**src/rtl/four_bit_adder_subtractor.sv**
```systemverilog
// four_bit_adder_subtractor: registered 4-bit ripple-carry adder/subtractor with carry, overflow and zero flags
module four_bit_adder_subtractor (
  input  logic       clk,
  input  logic       rst_n,
  input  logic [3:0] A,
  input  logic [3:0] B,
  input  logic       subtract,
  input  logic       in_valid,
  output logic [3:0] Result,
  output logic       Cout,
  output logic       Overflow,
  output logic       Zero,
  output logic       out_valid
);
  logic [3:0] bx, s;
  logic [4:0] c;
  assign bx   = B ^ {4{subtract}};
  assign c[0] = subtract;
  for (genvar i = 0; i < 4; i++) begin : g_fa
    assign s[i]   = A[i] ^ bx[i] ^ c[i];
    assign c[i+1] = (A[i] & bx[i]) | (c[i] & (A[i] ^ bx[i]));
  end
  // Capture the chain output on accepted inputs; flags hold while idle
  always_ff @(posedge clk) begin
    if (!rst_n) begin
      Result    <= 4'b0000;
      Cout      <= 1'b0;
      Overflow  <= 1'b0;
      Zero      <= 1'b0;
      out_valid <= 1'b0;
    end else begin
      out_valid <= in_valid;
      if (in_valid) begin
        Result   <= s;
        Cout     <= c[4];
        Overflow <= c[3] ^ c[4];
        Zero     <= s == 4'b0000;
      end
    end
  end
endmodule

```
**config.mk**
```make
export PLATFORM = sky130hd
export DESIGN_NAME = four_bit_adder_subtractor
export DESIGN_NICKNAME = d
export VERILOG_FILES = /design/src/rtl/four_bit_adder_subtractor.sv
export SDC_FILE = /design/constraint.sdc
export NUM_CORES = 1
export LEC_CHECK = 0
export BUFFER_PORTS_ARGS = -buffer_cell sky130_fd_sc_hd__buf_2
export CAP_MARGIN = 20
export CORE_AREA = 5 5 42 44
export DETAILED_ROUTE_END_ITERATION = 6
export DIE_AREA = 0 0 47 49
export GPL_TIMING_DRIVEN = 0
export MAX_ROUTING_LAYER = met4
export PLACE_DENSITY = 0.7
export SYNTH_ARGS = -nofsm -noshare
export SYNTH_HDL_FRONTEND = slang
export SYNTH_SLANG_ARGS = --single-unit
```
**constraint.sdc**
```tcl
create_clock -name clk -period 2.9 [get_ports clk]
set_clock_uncertainty 0.1 [all_clocks]
set_input_delay 0 -clock clk [delete_from_list [all_inputs] [get_ports clk]]
set_output_delay 0 -clock clk [all_outputs]
set_load 0.01 [all_outputs]
```
==> results.cfg, run 1 <==
[run_status]
status = complete, no violations

[sta]
fin_ws_ns = 0.7464
final_hold_viol_count = 0
slew_headroom = 0.8723
setup_viol = 0
rsz0062_at_grt = no
max_freq_mhz = 464.3
period_share = 0.7426
worst_hold_slack_ns = 0.03095
tightest_slew_ns = 0.1902
tns_ns = 0
min_period_ns = 2.154
slew_violations = 0

[global_route]
grt_overflow = 0
grt_max_degree = 11
grt_pass1_wl_microns = 1400
grt_pass1_vias = 329
antenna_found_initial = 0
track_usage = 0.09005

[power]
power_density_nw_per_um2 = 501.0
total_power_uw = 297.1
power_leakage_nw = 0.3051
ir_drop_v = 0.0002059

[final_layout]
drive_above_1_share = 0.3934
nNetsFinal = 78
n_fill_cell = 139
final_area_sq_um = 593.1
synthToLayoutAreaGrowth_pct = 37.79
antenna_cells = 0

[setup_path]
startpoint = B[0]
r2r_end = Result[2]
crit_chain = buf_2 -> mux2_1 -> fa_1 -> inv_1 -> fa_1 -> inv_1 -> fa_1 -> or4b_1 -> a21boi_1
critPathMaxStageDelay_ns = 0.52
reg2reg_slack_ns = 2.19
critical-path-slowest-cell = or4b_1
critPathLaunchType = input pin
path_common_cell = fa_1
end_kind = register
criticalPathCategory = in2reg
reg2regPathDepth = 1
cp.required_ns = 2.99
critPathArrivalTime_ns = 2.24
endpoint = Zero
r2r-start = Result[2]
critPathMaxFanout = 2

[placed_design]
hpwlAfterDp_microns = 658.3
placed_area_sq_um = 540.5
gp_congestion = 0.7087
port_buffers = 18
post-place-ws_ns = 0.4811

[worst_hold_path]
worstHoldPathType = in2reg

[routing]
dr.pass1.iters = 1
vias = 338
ant_nets = 0
via_per_inst = 4.390
drc = 0
wire_per_inst_microns = 10.92
drt_iter0_drc = 0
wl_microns = 841

[cts]
clock-root-buffer = clkbuf_4
cts_buffer_depth = 2
cts_resized = 0
postCtsSetupBuffers = 0
h-tree-depth = 1
numCtsBuffers = 3
clkTransAtPathRegs_ns = 0.05
cts_tree = yes
insertion_delay_ns = 0.26
cts_sinks = 8
cts.hold.buffers_added = 3

[die]
fp.dieArea_sq_um = 2303
core_region_area_sq_um = 1401
io-pin-count = 20
die_x_microns = 47
core.rowCount = 14
die_y_microns = 49
start_util = 0.3071

[logic_synthesis]
mappedNetlistNets = 52
synth_warnings = 0
avgSynthCellArea_sq_um = 11.63
synthCells = 37
ys_ff_latch = 8
synth_cell_types = 16
synth_area_sq_um = 430.4
ys_seq_area_frac = 0.3721

[job]
max_cap_violations = 0
-- cell usage after synthesis, drive strengths merged --
| cell type | number | area share |
|---|---|---|
| xnor2 | 3 | 0.061 |
| mux2 | 1 | 0.026 |
| buf | 1 | 0.026 |
| fa | 3 | 0.14 |
| and2 | 1 | 0.015 |
| a21boi | 1 | 0.017 |
| mux2i | 4 | 0.093 |
| xor2 | 2 | 0.041 |
| or4b | 1 | 0.023 |
| o211a | 2 | 0.047 |
| inv | 3 | 0.026 |
| nor2b | 4 | 0.058 |
| dfxtp | 8 | 0.37 |
| nand2 | 2 | 0.035 |
| nand2b | 1 | 0.020 |
-- layout by cell type (no fill, tap or decap) --
cell and count:
buf_2 18, o211a_1 2, xnor2_1 3, or4b_1 1, dfxtp_1 8, fa_1 3
mux2i_1 4, xor2_1 2, nor2b_1 4, and2_1 1, inv_1 3, clkbuf_4 3
nand2_4 1, a21boi_1 1, nand2_1 1, buf_6 1, dlygate4sd3_1 3, nand2b_2 1
mux2_1 1
-- report_power, final --
part           internal (mW)  leakage (nW)  switching [mW]
combinational         0.0440         0.225          0.0405
sequential             0.121        0.0661         0.00474
clock                 0.0475        0.0138          0.0395
-- how the worst min path moves through the flow --
stage | start | depth (start not counted) | slack, ns | to
after detailed placement | in_valid | 2 | 0.19 | out_valid
after global routing | A[0] | 4 | 0.06 | Result[0]
after floorplan | rst_n | 1 | 0.03 | out_valid
final | A[0] | 4 | 0.03 | Result[0]
after CTS | A[0] | 4 | 0.04 | Result[0]
after global placement | in_valid | 2 | 0.19 | out_valid
-- layer usage --
| metal | vias up | wire length (microns) | track usage | part of all wire |
|---|---|---|---|---|
| met4 | 0 | 5 | 0.05530 | 0.0059 |
| met2 | 11 | 439 | 0.1222 | 0.52 |
| met3 | 2 | 83 | 0.05904 | 0.099 |
| li1 | 167 | - | - | - |
| met5 | - | 0 | - | 0 |
| met1 | 158 | 312 | 0.09396 | 0.37 |
-- through the flow --
| stage | util | instances |
|---|---|---|
| finish | 0.4232 | 77 |
| global route | 0.4232 | 77 |
| CTS | 0.4232 | 77 |
| detailed placement | 0.3857 | 71 |
| global placement | 0.3857 | 71 |
| floorplan | - | 37 |
-- logic make-up after synthesis --
kind of cell / Yosys count / share of synthesized area
muxes: 5 / 0.1192
buffers and inverters: 4 / 0.05232
AOI/OAI and AO/OA: 3 / 0.06396
xor gates and xnor gates: 5 / 0.1018
DFF: 8 / 0.3721
and+or+nand+nor: 9 / 0.1512
adders and majority gates: 3 / 0.1395
-- worst max-delay path, delay by kind of cell --
family	cells	cell delay [ns]
compound gates	1	0.14
fa+ha+maj	3	1.01
simple gates	1	0.52
buf+inv	3	0.24
mux	1	0.32
-- flip-flops by register name (all words and copies together) (netlist names) --
name and count:
Overflow 1, Cout 1, out_valid 1, Zero 1
Result 4
-- area by class of cell --
class                           instances  area (sq um)  share of cell area
Inverter                                3         11.26             0.01899
Multi-Input combinational cell         25         247.7              0.4177
Timing Repair Buffer                   21         120.1              0.2025
Sequential cell                         8         160.2              0.2700
Buffer                                  1         11.26             0.01899
Tap cell                               16         20.02             0.03376
Clock buffer                            3         22.52             0.03797
Power figures use the tool's default switching activity.
==> run 2, diff against run 1 <==
- PLACE_DENSITY: 0.7 -> 0.72
- clock period: 2.9 -> 1.9 ns (I/O delays scaled with it)
==> run 2 against run 1 <==
  * Utilization is 3.4 points higher
  * Setup slack got worse by 0.87 ns
  * Register-to-register slack worse by 1.0 ns
  * Critical path depth is the same
  * Critical endpoint unchanged
  * Via count rose by 3.3%
  * Count of clock-buffer cells in the layout unchanged
  * Largest cell class unchanged
  * Wire length rose by 3.9%
  * Final cell count increased by 3.9%
  * The flow now finishes with violations (negative setup slack)
  * Largest power group unchanged
  * Non-clock buffer count rose by 3
==> results.cfg, run 2 (synthesis results as in run 1) <==
[cts]
cts_sinks = 8
h-tree-depth = 1
numCtsBuffers = 3
clock-root-buffer = clkbuf_4
clkTransAtPathRegs_ns = 0.05
insertion_delay_ns = 0.25
cts_tree = yes
cts_buffer_depth = 2

[die]
die_y_microns = 49
die_x_microns = 47
core_region_area_sq_um = 1401
start_util = 0.3071
core.rowCount = 14
fp.dieArea_sq_um = 2303
io-pin-count = 20

[global_route]
grt_max_degree = 11
grt.busiest_layer = met2
grt_overflow = 0
use_met2 = 0.1335
grt_pass1_wl_microns = 1386
grt_pass1_vias = 351
grt_use_met3 = 0.04797
track_usage = 0.08430
antenna_found_initial = 0
use_met1 = 0.09193

[placed_design]
hpwlAfterDp_microns = 693.4
post-place-ws_ns = -0.5063
port_buffers = 18
gp_congestion = 0.6703

[sta]
fin_ws_ns = -0.1208
period_share = 1.064
slew_violations = 0
tns_ns = -0.1208
slew_headroom = 0.8613
min_period_ns = 2.021
final_hold_viol_count = 0
setup_viol = 1
rsz0062_at_grt = yes
max_freq_mhz = 494.9
tightest_slew_ns = 0.2066

[setup_path]
reg2reg_slack_ns = 1.19
criticalPathCategory = in2reg
critPathLaunchType = input pin
critPathMaxStageDelay_ns = 0.52
critical-path-slowest-cell = or4b_4
cp.required_ns = 1.99
r2r_end = Result[3]
critPathMaxFanout = 2
critPathArrivalTime_ns = 2.11
end_kind = register
reg2regPathDepth = 2
crit_chain = buf_6 -> mux2_4 -> fa_2 -> inv_2 -> fa_2 -> inv_2 -> fa_1 -> or4b_4 -> a21boi_1
r2r-start = Result[3]

[power]
p_sw_frac = 0.2766
p_clk_frac = 0.271
p_int_uw = 344.2
ir_drop_v = 0.0004096
total_power_uw = 475.8
power_density_nw_per_um2 = 742.7
sequentialPowerShare = 0.404
power_leakage_nw = 0.3258
p_comb_frac = 0.325
power_switching_uw = 131.6

[routing]
vias = 349
wire_per_inst_microns = 10.93
drc = 0
dr.pass1.iters = 2
wl_microns = 874
via_per_inst = 4.363
drt_iter0_drc = 1
ant_nets = 0

[run_status]
violations = negative setup slack
status = finished with violations

[final_layout]
final_common_cell = buf_2
final_cell_mix = buf_2 (16), dfxtp_1 (8), mux2i_1 (4), nor2b_1 (4)
antenna_cells = 0
nNetsFinal = 81
synthToLayoutAreaGrowth_pct = 48.84
drive_above_1_share = 0.5156
fin_util = 0.4571
largest_register_ffs = 4
top_register = Result

[worst_hold_path]
worstHoldPathCells = 4
min_from = A[0]
worstHoldPathType = in2reg
worstHoldEndpoint = Result[0]

[job]
max_cap_violations = 0
run 2: cell types whose count changed in the layout (fill, tap and decap cells not counted), sizes merged:
| cell | before | now |
|---|---|---|
| buf | 19 | 22 |
run 2: worst max path at each step:
stage | endpoint | from | slack [ns] | cells past startpoint
2_1_floorplan | Zero | B[0] | -0.30 | 8
3_3_place_gp | Zero | B[0] | -0.49 | 9
3_5_place_dp | Zero | B[0] | -0.51 | 9
4_1_cts | Zero | B[0] | -0.18 | 9
5_1_grt | Zero | B[0] | -0.18 | 9
6_report | Zero | B[0] | -0.12 | 9
run 2: layout make-up:
cell class	count	area [sq um]
sequential	8	160.2
clock buffer	3	22.52
buffer	1	11.26
tap	16	20.02
inverter	3	11.26
multi-input combinational	25	260.3
fill	143	760.7
timing repair buffer	24	155.1
run 2: power groups by stage:
stage / sequential, mW / clock [mW] / combinational, mW
after detailed placement: 0.196 / 0 / 0.132
after global routing: 0.194 / 0.146 / 0.172
after floorplan: 0.204 / 0 / 0.0787
final: 0.192 / 0.129 / 0.154
after global placement: 0.195 / 0 / 0.128
after CTS: 0.192 / 0.139 / 0.146
run 2: routing by layer:
layer / up-vias / wire length, microns
met4: 0 / 0
met3: 0 / 78
met1: 165 / 329
met2: 11 / 466
li1: 173 / -
met5: - / 0
run 2: per-stage QoR:
stage / hold WS, ns / area (sq um) / cells
final: 0.02848 / 640.6 / 80
after global routing: 0.06979 / 640.6 / 80
after CTS: 0.02215 / 629.4 / 79
after detailed placement: 0.1891 / 549.3 / 71
after global placement: 0.1879 / 549.3 / 71
after floorplan: 0.02729 / 439.2 / 37
run 2: what timing repair did:
item,CTS,global route
pin swaps,5,3
hold buffers,3,0
resized for setup,4,1
endpoints found under the hold margin,8,0
buffers inserted,2,1
endpoints found under the setup margin,1,1
gates cloned,0,0
run 2: critical path, delay by kind of cell:
kind | cells | cell delay, ns
fa+ha+maj | 3 | 0.99
simple gates | 1 | 0.52
mux | 1 | 0.29
buf+inv | 3 | 0.19
compound gates | 1 | 0.12
==> run 3, diff against run 2 <==
- RECOVER_POWER: unset -> 100
==> run 3 against run 2 <==
  * Highest routed layer unchanged
  * Utilization shrank 0.71 points
  * The flow still finishes with violations (negative setup slack)
  * Register-to-register slack hardly changed
  * Sequential share of layout area up 0.40 points
  * Critical path type unchanged
==> results.cfg, run 3 (synthesis results as in run 1) <==
[run_status]
status = finished with violations
violations = negative setup slack

[power]
sequentialPowerShare = 0.409
power_switching_uw = 132.2
power_density_nw_per_um2 = 748.6
p_int_uw = 339.9
p_clk_frac = 0.273
ir_drop_v = 0.0004101
power_leakage_nw = 0.2950
p_sw_frac = 0.2801
p_comb_frac = 0.318

[cts]
cts_sinks = 8
h-tree-depth = 1
cts_buffer_depth = 2
cts_tree = yes
insertion_delay_ns = 0.25
numCtsBuffers = 3
clock-root-buffer = clkbuf_4
clkTransAtPathRegs_ns = 0.05

[sta]
slew_violations = 0
min_period_ns = 2.021
setup_viol = 1
final_hold_viol_count = 0
period_share = 1.064
tightest_slew_ns = 0.2066
slew_headroom = 0.8613
rsz0062_at_grt = yes
max_freq_mhz = 494.7
tns_ns = -0.1213
worst_hold_slack_ns = 0.02850
fin_ws_ns = -0.1213

[global_route]
grt_use_met3 = 0.04797
grt_pass1_vias = 351
use_met2 = 0.1335
grt.busiest_layer = met2
grt_overflow = 0
grt_pass1_wl_microns = 1386
use_met1 = 0.09193
antenna_found_initial = 0
track_usage = 0.08430
grt_max_degree = 11

[setup_path]
critPathArrivalTime_ns = 2.11
criticalPathCategory = in2reg
reg2regPathDepth = 2
critPathMaxFanout = 2
reg2reg_slack_ns = 1.19
critical_path.top_delay_family = adder cells
end_kind = register
cp.required_ns = 1.99
path_buf_inv = 3
critical-path-slowest-cell = or4b_4
cp.depth = 9
critPathLaunchType = input pin
r2r-start = Result[3]
r2r_end = Result[3]
critPathMaxStageDelay_ns = 0.52
crit_chain = buf_6 -> mux2_4 -> fa_2 -> inv_2 -> fa_2 -> inv_2 -> fa_1 -> or4b_4 -> a21boi_1

[final_layout]
antenna_cells = 0
drive_above_1_share = 0.3906
nNetsFinal = 81
largest_register_ffs = 4
top_register = Result
fin_util = 0.4500
n_fill_cell = 149
final_cell_mix = dfxtp_1 (8), buf_2 (8), clkbuf_1 (8)
final_area_sq_um = 630.6
synthToLayoutAreaGrowth_pct = 46.51

[routing]
drt_iter0_drc = 1
wl_microns = 879
vias = 350
via_per_inst = 4.375
drc = 0
ant_nets = 0
dr.pass1.iters = 2
wire_per_inst_microns = 10.99

[worst_hold_path]
worstHoldPathType = in2reg
worstHoldPathCells = 4
min_from = A[0]
worstHoldEndpoint = Result[0]

[job]
max_cap_violations = 0

[die]
core.rowCount = 14
start_util = 0.3071
fp.dieArea_sq_um = 2303
die_y_microns = 49
io-pin-count = 20
die_x_microns = 47
core_region_area_sq_um = 1401

[placed_design]
placed_area_sq_um = 549.3
post-place-ws_ns = -0.5063
gp_congestion = 0.6703
port_buffers = 18
hpwlAfterDp_microns = 693.4
==> run 3: cell types whose count changed in the layout (fill, tap and decap cells not counted) <==
cell / delta
buf_2: -8
clkbuf_1: +8
==> run 3: per-layer routing <==
metal | part of all wire | wire length (microns)
met5 | 0 | 0
met4 | 0 | 0
met3 | 0.077 | 68
met2 | 0.53 | 465
met1 | 0.39 | 345
==> run 3: power by group through the flow <==
stage	Sequential (mW)	Clock [mW]	Combinational [mW]
finish	0.193	0.129	0.150
global route	0.194	0.146	0.168
CTS	0.192	0.139	0.146
detailed placement	0.196	0	0.132
global placement	0.195	0	0.128
floorplan	0.204	0	0.0787
==> run 3: how the worst max path moves through the flow <==
stage / start / to
after floorplan: B[0] / Zero
after global placement: B[0] / Zero
after detailed placement: B[0] / Zero
after CTS: B[0] / Zero
after global routing: B[0] / Zero
final: B[0] / Zero
==> run 3: worst min-delay path: stages <==
cell and delay [ns]:
buf_2 0.10, xnor2_1 0.07, nand2_1 0.06, o211a_1 0.12
==> run 3: metrics by stage <==
step	power, mW	instances
floorplan	0.2825	37
global placement	0.3236	71
detailed placement	0.3280	71
CTS	0.4767	79
global route	0.5080	80
finish	0.4721	80
==> run 3: final cells by class <==
class                           count  area [sq um]  share of cell area
Timing Repair Buffer               24         145.1              0.2302
Multi-Input combinational cell     25         260.3              0.4127
Tap cell                           16         20.02             0.03175
Inverter                            3         11.26             0.01786
Sequential cell                     8         160.2              0.2540
Buffer                              1         11.26             0.01786
Clock buffer                        3         22.52             0.03571
==> run 3: what timing repair did <==
item	in CTS	in global routing
resized for setup	4	1
buffers inserted	2	1
setup endpoints to repair	1	1
hold buffers	3	0
hold endpoints to repair	8	0
pin swaps	5	3
